--- config.mk ---
export PLATFORM = sky130hd
export DESIGN_NAME = fwd_hazard_ctrl_flat
export DESIGN_NICKNAME = d
export VERILOG_FILES = /design/src/rtl/fwd_hazard_ctrl_if.sv /design/src/rtl/fwd_hazard_ctrl.sv /design/src/flat_wrapper.sv
export SDC_FILE = /design/constraint.sdc
export NUM_CORES = 1
export LEC_CHECK = 0
export ABC_AREA = 1
export CORE_MARGIN = 1.5
export CORE_UTILIZATION = 50
export CTS_CLUSTER_SIZE = 24
export DETAILED_ROUTE_END_ITERATION = 7
export PLACE_DENSITY = 0.74
export SYNTH_ARGS = -nofsm -noshare
export SYNTH_HDL_FRONTEND = slang
export SYNTH_SLANG_ARGS = --single-unit
export TNS_END_PERCENT = 30
--- constraint.sdc ---
create_clock -name clk -period 2.8 [get_ports clk]
set_input_delay 0.56 -clock clk [delete_from_list [all_inputs] [get_ports clk]]
set_output_delay 0.56 -clock clk [all_outputs]
set_load 0.05 [all_outputs]
--- src/rtl/fwd_hazard_ctrl_if.sv ---
// Bundle between the decode stage and the forwarding / hazard unit.
interface fwd_hazard_ctrl_if #(
  parameter int unsigned REG_AW = 5,
  parameter int unsigned CNT_W  = 16
) ();

  logic              id_valid;
  logic [REG_AW-1:0] id_rs;
  logic [REG_AW-1:0] id_rt;
  logic              id_use_rs;
  logic              id_use_rt;
  logic [REG_AW-1:0] id_dest;
  logic              id_regwrite;
  logic              id_memread;
  logic              hold;
  logic              flush;
  logic [1:0]        fwd_a_sel;
  logic [1:0]        fwd_b_sel;
  logic              stall;
  logic              bubble;
  logic [CNT_W-1:0]  stall_cnt;

  // Pipeline side: presents the ID instruction and consumes the controls.
  modport master (
    output id_valid, id_rs, id_rt, id_use_rs, id_use_rt, id_dest,
    output id_regwrite, id_memread, hold, flush,
    input  fwd_a_sel, fwd_b_sel, stall, bubble, stall_cnt
  );

  // Control unit side.
  modport slave (
    input  id_valid, id_rs, id_rt, id_use_rs, id_use_rt, id_dest,
    input  id_regwrite, id_memread, hold, flush,
    output fwd_a_sel, fwd_b_sel, stall, bubble, stall_cnt
  );

endinterface

--- src/rtl/fwd_hazard_ctrl.sv ---
// Forwarding-select and load-use hazard unit for a classic 5-stage pipeline.
// Tracks shadow copies of the EX and MEM producers and emits registered
// operand selects aligned with the instruction currently in EX.
// Select encoding: 00 = register file, 01 = EX/MEM result, 10 = MEM/WB result.
module fwd_hazard_ctrl #(
  parameter int unsigned REG_AW = 5,
  parameter int unsigned CNT_W  = 16
) (
  input logic              clk,
  input logic              rst,
  fwd_hazard_ctrl_if.slave bus
);

  localparam logic [1:0] SelRf  = 2'b00;
  localparam logic [1:0] SelMem = 2'b01;  // EX/MEM pipeline register
  localparam logic [1:0] SelWb  = 2'b10;  // MEM/WB pipeline register

  // Shadow of the instruction in EX. memread is only needed here: a load is
  // only a hazard while it sits in EX.
  logic              ex_valid_q, ex_valid_d;
  logic [REG_AW-1:0] ex_dest_q, ex_dest_d;
  logic              ex_regwrite_q, ex_regwrite_d;
  logic              ex_memread_q, ex_memread_d;

  // Shadow of the instruction in MEM. The WB stage is never a forward source
  // (register file is write-first), so no copy of it is kept.
  logic              mem_valid_q;
  logic [REG_AW-1:0] mem_dest_q;
  logic              mem_regwrite_q;

  logic [1:0]        sel_a_q, sel_a_d;
  logic [1:0]        sel_b_q, sel_b_d;
  logic [CNT_W-1:0]  stall_cnt_q, stall_cnt_d;

  logic ex_fwd, mem_fwd, hazard, stall, bubble;

  // Hazard detection, stall/bubble generation and next-state for EX and selects.
  always_comb begin
    ex_fwd  = ex_valid_q & ex_regwrite_q & (ex_dest_q != '0);
    mem_fwd = mem_valid_q & mem_regwrite_q & (mem_dest_q != '0);

    hazard = bus.id_valid & ex_fwd & ex_memread_q &
             ((bus.id_use_rs & (bus.id_rs == ex_dest_q)) |
              (bus.id_use_rt & (bus.id_rt == ex_dest_q)));

    // Flush squashes the ID instruction, so holding the front end is pointless.
    stall  = hazard & ~bus.flush & ~rst;
    bubble = (hazard | bus.flush) & ~rst;

    ex_valid_d    = bus.id_valid & ~bubble;
    ex_dest_d     = bus.id_dest;
    ex_regwrite_d = bus.id_regwrite;
    ex_memread_d  = bus.id_memread;

    // Newest producer (EX) wins over the older one (MEM).
    sel_a_d = SelRf;
    if (bus.id_use_rs) begin
      if (ex_fwd && (bus.id_rs == ex_dest_q)) begin
        sel_a_d = SelMem;
      end else if (mem_fwd && (bus.id_rs == mem_dest_q)) begin
        sel_a_d = SelWb;
      end
    end

    sel_b_d = SelRf;
    if (bus.id_use_rt) begin
      if (ex_fwd && (bus.id_rt == ex_dest_q)) begin
        sel_b_d = SelMem;
      end else if (mem_fwd && (bus.id_rt == mem_dest_q)) begin
        sel_b_d = SelWb;
      end
    end

    if (bubble) begin
      sel_a_d = SelRf;
      sel_b_d = SelRf;
    end

    stall_cnt_d = stall_cnt_q;
    if (stall && (stall_cnt_q != '1)) begin
      stall_cnt_d = stall_cnt_q + CNT_W'(1);
    end
  end

  // Advance the shadow pipeline and selects unless the pipeline is frozen.
  always_ff @(posedge clk or posedge rst) begin
    if (rst) begin
      ex_valid_q     <= 1'b0;
      ex_dest_q      <= '0;
      ex_regwrite_q  <= 1'b0;
      ex_memread_q   <= 1'b0;
      mem_valid_q    <= 1'b0;
      mem_dest_q     <= '0;
      mem_regwrite_q <= 1'b0;
      sel_a_q        <= SelRf;
      sel_b_q        <= SelRf;
      stall_cnt_q    <= '0;
    end else if (!bus.hold) begin
      ex_valid_q     <= ex_valid_d;
      ex_dest_q      <= ex_dest_d;
      ex_regwrite_q  <= ex_regwrite_d;
      ex_memread_q   <= ex_memread_d;
      mem_valid_q    <= ex_valid_q;
      mem_dest_q     <= ex_dest_q;
      mem_regwrite_q <= ex_regwrite_q;
      sel_a_q        <= sel_a_d;
      sel_b_q        <= sel_b_d;
      stall_cnt_q    <= stall_cnt_d;
    end
  end

  // Drive the interface outputs.
  always_comb begin
    bus.fwd_a_sel = sel_a_q;
    bus.fwd_b_sel = sel_b_q;
    bus.stall     = stall;
    bus.bubble    = bubble;
    bus.stall_cnt = stall_cnt_q;
  end

endmodule

--- src/flat_wrapper.sv ---
// flat-port wrapper written by rule: the top's interface ports become plain ports
module fwd_hazard_ctrl_flat 
#(
  parameter int unsigned REG_AW = 5,
  parameter int unsigned CNT_W  = 16
)
  (clk, rst, bus_id_valid, bus_id_rs, bus_id_rt, bus_id_use_rs, bus_id_use_rt, bus_id_dest, bus_id_regwrite, bus_id_memread, bus_hold, bus_flush, bus_fwd_a_sel, bus_fwd_b_sel, bus_stall, bus_bubble, bus_stall_cnt);
  fwd_hazard_ctrl_if #(.REG_AW(REG_AW), .CNT_W(CNT_W)) bus_i ();
  input logic clk;
  input logic rst;
  input wire logic [$bits(bus_i.id_valid)-1:0] bus_id_valid;
  input wire logic [$bits(bus_i.id_rs)-1:0] bus_id_rs;
  input wire logic [$bits(bus_i.id_rt)-1:0] bus_id_rt;
  input wire logic [$bits(bus_i.id_use_rs)-1:0] bus_id_use_rs;
  input wire logic [$bits(bus_i.id_use_rt)-1:0] bus_id_use_rt;
  input wire logic [$bits(bus_i.id_dest)-1:0] bus_id_dest;
  input wire logic [$bits(bus_i.id_regwrite)-1:0] bus_id_regwrite;
  input wire logic [$bits(bus_i.id_memread)-1:0] bus_id_memread;
  input wire logic [$bits(bus_i.hold)-1:0] bus_hold;
  input wire logic [$bits(bus_i.flush)-1:0] bus_flush;
  output wire logic [$bits(bus_i.fwd_a_sel)-1:0] bus_fwd_a_sel;
  output wire logic [$bits(bus_i.fwd_b_sel)-1:0] bus_fwd_b_sel;
  output wire logic [$bits(bus_i.stall)-1:0] bus_stall;
  output wire logic [$bits(bus_i.bubble)-1:0] bus_bubble;
  output wire logic [$bits(bus_i.stall_cnt)-1:0] bus_stall_cnt;
  assign bus_i.id_valid = bus_id_valid;
  assign bus_i.id_rs = bus_id_rs;
  assign bus_i.id_rt = bus_id_rt;
  assign bus_i.id_use_rs = bus_id_use_rs;
  assign bus_i.id_use_rt = bus_id_use_rt;
  assign bus_i.id_dest = bus_id_dest;
  assign bus_i.id_regwrite = bus_id_regwrite;
  assign bus_i.id_memread = bus_id_memread;
  assign bus_i.hold = bus_hold;
  assign bus_i.flush = bus_flush;
  assign bus_fwd_a_sel = bus_i.fwd_a_sel;
  assign bus_fwd_b_sel = bus_i.fwd_b_sel;
  assign bus_stall = bus_i.stall;
  assign bus_bubble = bus_i.bubble;
  assign bus_stall_cnt = bus_i.stall_cnt;
  fwd_hazard_ctrl #(.REG_AW(REG_AW), .CNT_W(CNT_W)) u_core (.clk(clk), .rst(rst), .bus(bus_i));
endmodule
==> flow_metrics.tcl, run 1 <==
set metrics [dict create \
    status "finished, final reports clean" \
    area_delta_synth_final_pct 29.2 \
    final_util_pct 66.7 \
    post-place-ws_ns 0.147 \
    netlist.area_leader.share_pct 39.5 \
    cts_tree "yes" \
    io_pins 46 \
    r2r_cells 11 \
    whs_endpoint "u_core.bus.fwd_a_sel[1]" \
    cts-root-buf "clkbuf_8" \
    path_max_fanout 4 \
    leakage_uw 0.00155 \
    clockBufferDepth 2 \
    synth_edf_count 0 \
    synth_common_cells "nand2_1 (88), inv_1 (46), dfrtp_1 (35)" \
    gr-total-overflow 0 \
    yosysSeqAreaShare_pct 39.5 \
    fin_skew_ns 0.00566 \
    die_h_um 69.6 \
    place.gp.congestion 0.900 \
    rsz0062_at_grt "no" \
    hold_viol_final 0 \
    grt_pass1_wl_mm 8.77 \
    yosysMostFrequentCell "nand2_1" \
    synthFlopType "dfrtp_1" \
    slew-limit-headroom_pct 65.6 \
    worstPathArrival_ns 2.08 \
    layout_setup_ws_ns 0.162 \
    ys_types 28 \
    dieArea_um2 4840 \
    worst_pin_slew_ns 0.514 \
    holdCritPathClass "reg -> reg" \
    ys_ff_latch 35 \
    ant_nets 0 \
    diodes 0 \
    rows 24 \
    ir_drop_mv 0.223 \
    clk_latency_ns 0.29 \
    io_buffers 45 \
    layout-drive-gt1-share_pct 9.52 \
    synth_area_leader_cell "dfrtp_1" \
    firstDrtPassIters 4 \
    whs_ns 0.479 \
    drc 0 \
    async_flop_share_pct 100 \
    maxCapViolCount 0 \
    track_usage_pct 22.4 \
    cts-hold-fix-buffers 0 \
    r2r_slack_ns 1.01 \
    finalWirelength_mm 5.06 \
    r2r_start "u_core.bus.stall_cnt[0]" \
    r2r-end "u_core.bus.stall_cnt[6]" \
    vias 2091 \
    synth_cells 305 \
    powerDensity_nw_per_um2 383 \
    dpl.hpwl_mm 3.74 \
    fin_crit_ns 2.64 \
    synthesis.area_um2 2220 \
    coreArea_um2 4290 \
    first_global_vias 1987 \
    viasPerCell 5.11 \
    cts_setup_buffers 0 \
    synth_area_per_cell_um2 7.27 \
    grt_max_degree 36 \
    cts_resized 0 \
    synthTopCellsByArea "dfrtp_1 (40%), nand2_1 (15%), inv_1 (7.8%)" \
    min_from "u_core.bus.fwd_a_sel[1]" \
    min_period_over_period_pct 94.2 \
    fin_cells 409 \
    cts-htree-levels 2 \
    finalSetupTns_ns 0 \
    crit_required_ns 2.24 \
    synth_nets 330 \
    setup_violations 0 \
    initial_utilization_pct 51.6 \
    yosysWarnings 0 \
    slew_viol_final 0 \
    antenna_found_initial 0 \
    wire_per_inst_um 12.4 \
    cts_inserted_buffers 5 \
    clock.fmax_mhz 379 \
    die_x_um 69.6 \
    num-nets-final 382 \
    place_inst 402 \
    hold_depth 2 \
    drt_iter0_drc 113 \
    path_class "in -> out" \
    cts_sinks 35 \
    clkTransAtPathRegs_ns 0.07 \
    end_kind "primary output" \
    setup.worst_path.start_class "input port" \
]
-- final cells by class --
cell class	instances	area (um2)
fill	387	1430
multi-input combinational	212	1120
sequential	35	876
timing repair buffer	51	518
inverter	52	195
clock buffer	6	82.6
tap	52	65.1
clock inverter	1	5.00
-- worst max path at each step --
stage	start	cells past startpoint	slack [ns]	endpoint
floorplan	rst	3	0.27	bus_bubble
global placement	bus_id_rs[3]	12	0.17	bus_bubble
detailed placement	bus_id_rs[3]	12	0.15	bus_bubble
CTS	bus_id_rs[4]	12	0.14	bus_bubble
global route	bus_id_rs[3]	12	0.01	bus_bubble
finish	bus_id_rt[4]	12	0.16	bus_bubble
-- power breakdown --
| part | internal [uW] | switching, uW |
|---|---|---|
| Sequential | 528 | 25.6 |
| Clock | 193 | 178 |
| Combinational | 76.2 | 95.2 |
-- layer usage --
metal  part of all wire [%]  global-route usage, %  vias to the layer above
li1                       -                      -                     1069
met1                     45                   28.5                      966
met4                    2.1                   8.71                        0
met3                    4.4                   4.07                       12
met5                      0                      0                        -
met2                     49                   37.8                       44
-- registers in the layout, summed over array words and instances, names as in the netlist --
| signal | flops |
|---|---|
| u_core.ex_valid_q | 1 |
| u_core.mem_valid_q | 1 |
| u_core.ex_regwrite_q | 1 |
| u_core.mem_regwrite_q | 1 |
| u_core.ex_dest_q | 5 |
| u_core.bus.stall_cnt | 16 |
| u_core.ex_memread_q | 1 |
| u_core.bus.fwd_a_sel | 2 |
| u_core.bus.fwd_b_sel | 2 |
| u_core.mem_dest_q | 5 |
-- placed cells by master (no fill, tap or decap), types with 2 or more instances in the layout --
| cell | Yosys | layout |
|---|---|---|
| inv_1 | 46 | 46 |
| dfrtp_1 | 35 | 35 |
| buf_4 | 0 | 6 |
| nand2_1 | 88 | 88 |
| o21bai_1 | 16 | 16 |
| clkdlybuf4s50_1 | 0 | 42 |
| a21oi_1 | 4 | 4 |
| nand3_1 | 30 | 30 |
| nor3_1 | 6 | 6 |
| o21ai_0 | 13 | 13 |
| o221ai_1 | 2 | 2 |
| xor2_1 | 9 | 9 |
| clkbuf_8 | 0 | 6 |
| inv_2 | 6 | 6 |
| nand4_1 | 5 | 5 |
| nor2_1 | 18 | 18 |
| nor2_2 | 4 | 4 |
| buf_12 | 0 | 2 |
| nor2_4 | 2 | 2 |
| o22ai_1 | 2 | 2 |
| xnor2_1 | 4 | 4 |
-- worst max-delay path, cell delays in order --
cell             delay, ns
clkdlybuf4s50_1       0.52
inv_1                 0.05
nand2_1               0.05
nand2_1               0.06
nor2_2                0.14
nand4_1               0.11
nand2_2               0.15
nand2_1               0.08
nand2_1               0.06
nand2_1               0.06
inv_1                 0.09
buf_12                0.14
-- kinds of logic after synthesis --
kind of cell / after synthesis / synth area share, %
simple gates: 160 / 34.0
fa+ha+maj: 1 / 0.565
flops: 35 / 39.5
xor+xnor: 13 / 5.14
compound gates: 38 / 10.8
buf+inv: 58 / 9.88
-- through the flow --
step,area [um2],total power [uW]
6_report,2860,1100
5_1_grt,2860,1150
4_1_cts,2860,1110
3_5_place_dp,2770,735
3_3_place_gp,2770,733
2_1_floorplan,2220,660
Note: power is estimated with default switching activity, not from simulation.
==> run 2: changes to the inputs <==
--- a/config.mk
+++ b/config.mk
@@ -10,6 +10,7 @@
 export CORE_UTILIZATION = 50
 export CTS_CLUSTER_SIZE = 24
 export DETAILED_ROUTE_END_ITERATION = 7
+export GPL_ROUTABILITY_DRIVEN = 0
 export PLACE_DENSITY = 0.74
 export SYNTH_ARGS = -nofsm -noshare
 export SYNTH_HDL_FRONTEND = slang
==> constraint.sdc (replaced) <==
create_clock -name clk -period 3.1 [get_ports clk]
set_input_delay 0.62 -clock clk [delete_from_list [all_inputs] [get_ports clk]]
set_output_delay 0.62 -clock clk [all_outputs]
set_load 0.05 [all_outputs]
==> run 2 against run 1 <==
Critical endpoint unchanged. Combinational power decreased by 9.9%. Sequential power decreased by 9.8%. Total power decreased by 6.0%. Setup slack improved by 0.077 ns. Non-clock buffer count decreased by 2. Global-route usage increased by 1.1 points. Sequential share of layout area about the same. Critical path type unchanged. Die area unchanged. Routed wire length increased by 2.7%. Clock-buffer cell count increased by 1. Register-to-register slack improved by 0.29 ns.
==> flow_metrics.tcl, run 2 (synthesis gave the netlist of run 1 again) <==
set metrics [dict create \
    largest_reg_flops 16 \
    max_stage_delay_ns 0.52 \
    worstPathArrival_ns 2.24 \
    seq_power_share_pct 48.5 \
    cts_resized 0 \
    finalWirelength_mm 5.20 \
    path_cells "clkdlybuf4s50_1 > inv_1 > nand2_1 > nand2_1 > nor2_2 > nand4_1 > nand2_2 > nand2_1 > nand2_1 > nand2_1 > inv_1 > buf_12" \
    first_global_vias 2046 \
    grt_max_degree 36 \
    fin_crit_ns 2.86 \
    final_cell_mix "nand2_1 (88), inv_1 (46), clkdlybuf4s50_1 (43)" \
    leakage_uw 0.00153 \
    holdCritPathClass "reg -> reg" \
    firstDrtPassIters 4 \
    diodes 0 \
    clock.fmax_mhz 350 \
    ir_drop_mv 0.206 \
    cts_inserted_buffers 5 \
    cts-htree-levels 2 \
    cts-root-buf "clkbuf_8" \
    fillers 366 \
    initial_utilization_pct 51.6 \
    dieArea_um2 4840 \
    place_inst 400 \
    cts_setup_buffers 0 \
    grt_pass1_wl_mm 9.18 \
    rsz0062_at_grt "no" \
    coreArea_um2 4290 \
    die_x_um 69.6 \
    dpl.hpwl_mm 3.72 \
    p_clk_share_pct 36.5 \
    powerDensity_nw_per_um2 360 \
    drc 0 \
    drt_iter0_drc 119 \
    post-route-cell-area_um2 2860 \
    wire_per_inst_um 12.7 \
    min_period_over_period_pct 92.3 \
    switching_share_pct 27.6 \
    whs_ns 0.482 \
    path_class "in -> out" \
    power.internal_uw 746 \
    end_kind "primary output" \
    setup.worst_path.start_class "input port" \
    maxCapViolCount 0 \
    viasPerCell 5.10 \
    area_delta_synth_final_pct 29.1 \
    layout-drive-gt1-share_pct 9.27 \
    clockBufferDepth 2 \
    p_comb_share_pct 15.0 \
    slew_viol_final 0 \
    worst_pin_slew_ns 0.505 \
    setup_violations 0 \
    fin_cells 408 \
    cpMostUsedCell "nand2_1" \
    antenna_found_initial 0 \
    status "finished, final reports clean" \
    crit_slowest_cell "clkdlybuf4s50_1" \
    place_area_um2 2760 \
    hold_viol_final 0 \
    cts-hold-fix-buffers 0 \
    final_util_pct 66.6 \
    cts_sinks 35 \
    track_usage_pct 23.5 \
    p_switching_uw 284 \
    finalSetupTns_ns 0 \
    rows 24 \
    io_pins 46 \
    crit_required_ns 2.48 \
    num-nets-final 380 \
    ant_nets 0 \
    clk_latency_ns 0.29 \
    layout_commonest_cell "nand2_1" \
    vias 2082 \
    die_h_um 69.6 \
    gr-total-overflow 0 \
    cts_tree "yes" \
    fin_skew_ns 0.00819 \
    clkTransAtPathRegs_ns 0.07 \
    slew-limit-headroom_pct 66.2 \
    io_buffers 45 \
    path_max_fanout 6 \
]
run 2: cell count changes in the layout (fill, tap and decap cells not counted):
| cell | previous run | this run |
|---|---|---|
| buf_4 | 6 | 4 |
| clkbuf_8 | 6 | 7 |
| clkinvlp_4 | 0 | 1 |
| clkdlybuf4s50_1 | 42 | 43 |
| dlymetal6s2s_1 | 1 | 0 |
| clkinv_2 | 1 | 0 |
run 2: power groups by stage:
| stage | Clock (uW) | Sequential, uW | Combinational (uW) |
|---|---|---|---|
| after floorplan | 0 | 503 | 93.5 |
| after detailed placement | 0 | 508 | 154 |
| final | 376 | 499 | 154 |
| after global routing | 410 | 502 | 173 |
| after global placement | 0 | 507 | 152 |
| after CTS | 383 | 499 | 155 |
run 2: per-stage QoR:
step                power, uW  worst slack (ns)
floorplan                 596             0.453
global placement          659             0.281
detailed placement        662             0.244
CTS                      1040             0.239
global route             1080            0.0927
finish                   1030             0.239
run 2: worst paths after layout:
| path | start | endpoint | slack, ns | cells past startpoint |
|---|---|---|---|---|
| worst max register to register | u_core.bus.stall_cnt[0] | u_core.bus.stall_cnt[11] | 1.30 | 11 |
| max in group asynchronous | rst | u_core.bus.stall_cnt[12] | 1.96 | 3 |
| worst min-delay path | u_core.ex_memread_q | u_core.ex_memread_q | 0.48 | 2 |
| min in group asynchronous | rst | u_core.bus.stall_cnt[3] | 0.81 | 3 |
| worst min register to register | u_core.ex_memread_q | u_core.ex_memread_q | 0.48 | 2 |
| worst max-delay path | bus_id_rt[4] | bus_bubble | 0.24 | 12 |
run 2: layout make-up:
type,count,area [um2],share of cell area (%)
Tap cell,52,65.1,2.27
Clock buffer,7,96.3,3.37
Clock inverter,1,7.51,0.262
Inverter,52,195,6.82
Sequential cell,35,876,30.6
Multi-Input combinational cell,212,1120,39.2
Timing Repair Buffer,49,500,17.5
run 2: layer usage:
| metal | vias up | track usage [%] | routed length, um |
|---|---|---|---|
| met2 | 48 | 40.1 | 2510 |
| li1 | 1064 | - | - |
| met3 | 9 | 5.81 | 265 |
| met5 | - | 0 | 0 |
| met4 | 0 | 6.97 | 68 |
| met1 | 961 | 29.5 | 2350 |
run 2: worst max-delay path: cells and delay by family:
family        cells  cell delay (ns)
buf+inv           4             0.84
simple gates      8             0.78
==> run 3: changes to the inputs <==
--- a/config.mk
+++ b/config.mk
@@ -5,13 +5,13 @@
 export SDC_FILE = /design/constraint.sdc
 export NUM_CORES = 1
 export LEC_CHECK = 0
-export ABC_AREA = 1
 export CORE_MARGIN = 1.5
 export CORE_UTILIZATION = 50
 export CTS_CLUSTER_SIZE = 24
 export DETAILED_ROUTE_END_ITERATION = 7
 export GPL_ROUTABILITY_DRIVEN = 0
-export PLACE_DENSITY = 0.74
+export GPL_TIMING_DRIVEN = 0
+export PLACE_DENSITY = 0.77
 export SYNTH_ARGS = -nofsm -noshare
 export SYNTH_HDL_FRONTEND = slang
 export SYNTH_SLANG_ARGS = --single-unit
==> run 3 against run 2 <==
Setup slack worse by 0.13 ns. Largest cell class unchanged. Sequential share of layout area up 5.9 points. Clock power down 26%. Largest power group unchanged. Critical endpoint is now bus_stall. Clock-buffer cell count up 1. Synthesized cell count down 49%.
==> flow_metrics.tcl, run 3 <==
set metrics [dict create \
    status "finished, final reports clean" \
    viasPerCell 5.39 \
    cts_inserted_buffers 5 \
    area_delta_synth_final_pct 31.4 \
    synth_area_leader_cell "dfrtp_1" \
    path_class "in -> out" \
    place_area_um2 2330 \
    synth_nets 182 \
    final_cell_mix "clkdlybuf4s50_1 (43), dfrtp_1 (35), xor2_1 (21)" \
    cts_sinks 35 \
    layout-drive-gt1-share_pct 16.2 \
    fin_crit_ns 2.99 \
    cts_setup_buffers 0 \
    ys_types 30 \
    post-place-ws_ns -0.498 \
    io_pins 46 \
    die_x_um 63.4 \
    final_util_pct 70.2 \
    setup.worst_path.start_class "input port" \
    post-route-cell-area_um2 2400 \
    drc 0 \
    layout_setup_ws_ns 0.112 \
    fin_skew_ns 0.0126 \
    io_buffers 45 \
    p_comb_share_pct 15.3 \
    cts_resized 11 \
    layout_commonest_cell "clkdlybuf4s50_1" \
    clk_latency_ns 0.34 \
    power.internal_uw 695 \
    synthTopCellsByArea "dfrtp_1 (48%), xor2_1 (10%), mux2_2 (8.6%)" \
    coreArea_um2 3420 \
    leakage_uw 0.00100 \
    synthFlopType "dfrtp_1" \
    largest_reg_flops 16 \
    synth_cells 157 \
    wire_per_inst_um 14.7 \
    p_clk_share_pct 29.7 \
    slew-limit-headroom_pct 50.4 \
    firstDrtPassIters 6 \
    seq_power_share_pct 55.0 \
    yosysMostFrequentCell "dfrtp_1" \
    ir_drop_mv 0.238 \
    crit_slowest_cell "clkdlybuf4s50_1" \
    slew_viol_final 0 \
    hold_viol_final 0 \
    maxCapViolCount 0 \
    track_usage_pct 21.4 \
    cts-hold-fix-buffers 0 \
    vias 1380 \
    end_kind "primary output" \
    worstPathArrival_ns 2.37 \
    ys_ff_latch 35 \
    path_cells "clkdlybuf4s50_1 > xor2_1 > nor4_2 > a2bb2o_2 > nand2_1 > nor3_1 > buf_2" \
    dieArea_um2 4020 \
    yosysWarnings 0 \
    first_global_vias 1396 \
    finalPower_uw 938 \
    p_switching_uw 243 \
    place_inst 248 \
    synth_area_per_cell_um2 11.6 \
    fin_cells 256 \
    num-nets-final 234 \
    yosysSeqAreaShare_pct 48.0 \
    max_stage_delay_ns 0.45 \
    synth_edf_count 0 \
    antenna_found_initial 0 \
    holdCritPathClass "reg -> reg" \
    clockBufferDepth 2 \
    synthesis.area_um2 1830 \
    rsz0062_at_grt "no" \
    grt_max_degree 37 \
    rows 21 \
    diodes 0 \
    cts-htree-levels 2 \
    setup_violations 0 \
    cts_tree "yes" \
    powerDensity_nw_per_um2 391 \
    gr-total-overflow 0 \
    async_flop_share_pct 100 \
    synth_common_cells "dfrtp_1 (35), xor2_1 (21), mux2_2 (14), xnor2_1 (14), nand2_1 (10)" \
    finalWirelength_mm 3.77 \
    grt_pass1_wl_mm 6.67 \
    min_period_over_period_pct 96.4 \
    initial_utilization_pct 53.4 \
    path_max_fanout 4 \
    worst_pin_slew_ns 0.743 \
    drt_iter0_drc 67 \
    ant_nets 0 \
    dpl.hpwl_mm 2.88 \
    crit_required_ns 2.48 \
    switching_share_pct 25.9 \
    clkTransAtPathRegs_ns 0.10 \
    cts-root-buf "clkbuf_4" \
    die_h_um 63.4 \
    netlist.area_leader.share_pct 48.0 \
    clock.fmax_mhz 335 \
]
[run 3: cell type report]
cell class	instances	area, um2
Timing Repair Buffer	45	440
Inverter	7	26.3
Tap cell	46	57.6
Sequential cell	35	876
Clock buffer	8	68.8
Multi-Input combinational cell	112	911
Fill cell	254	1020
Buffer	3	18.8
[run 3: metal layers]
layer	vias to the layer above	part of all wire (%)	GRT usage (%)
li1	668	-	-
met1	674	46	28.3
met2	33	48	34.6
met3	5	5.1	6.25
met4	0	1.3	5.71
met5	-	0	0
[run 3: cell families after synthesis]
| group | after synthesis | synth area share (%) |
|---|---|---|
| flops | 35 | 48.0 |
| simple gates | 50 | 16.2 |
| buf+inv | 10 | 2.47 |
| fa+ha+maj | 1 | 0.685 |
| compound gates | 11 | 6.58 |
| mux | 15 | 9.25 |
| xor+xnor | 35 | 16.8 |
[run 3: worst max-delay path: cells and delay by family]
family,cells,cell delay [ns]
buf+inv,2,0.74
xor+xnor,1,0.16
simple gates,3,0.53
compound gates,1,0.31
[run 3: path summary, 6_finish.rpt]
path	cells after the start	slack, ns	end	startpoint
max in group asynchronous	2	1.75	u_core.mem_dest_q[2]	rst
worst max register to register	6	0.88	u_core.bus.stall_cnt[1]	u_core.bus.stall_cnt[0]
min in group asynchronous	2	0.87	u_core.bus.fwd_a_sel[0]	rst
worst min-delay path	1	0.48	u_core.bus.stall_cnt[11]	u_core.bus.stall_cnt[11]
worst max-delay path	7	0.11	bus_stall	bus_id_rs[2]
worst min register to register	1	0.48	u_core.bus.stall_cnt[11]	u_core.bus.stall_cnt[11]
[run 3: per-stage QoR]
stage	hold WS [ns]	setup TNS (ns)
after CTS	0.489	0
after detailed placement	0.475	-0.984
after global routing	0.517	0
after floorplan	0.479	0
after global placement	0.473	-0.887
final	0.483	0
[run 3: power by group through the flow]
stage                     combinational (uW)  clock, uW  sequential [uW]
after floorplan                         89.2          0              515
after global placement                   139          0              523
after detailed placement                 144          0              524
after CTS                                146        285              515
after global routing                     158        304              520
final                                    144        278              516
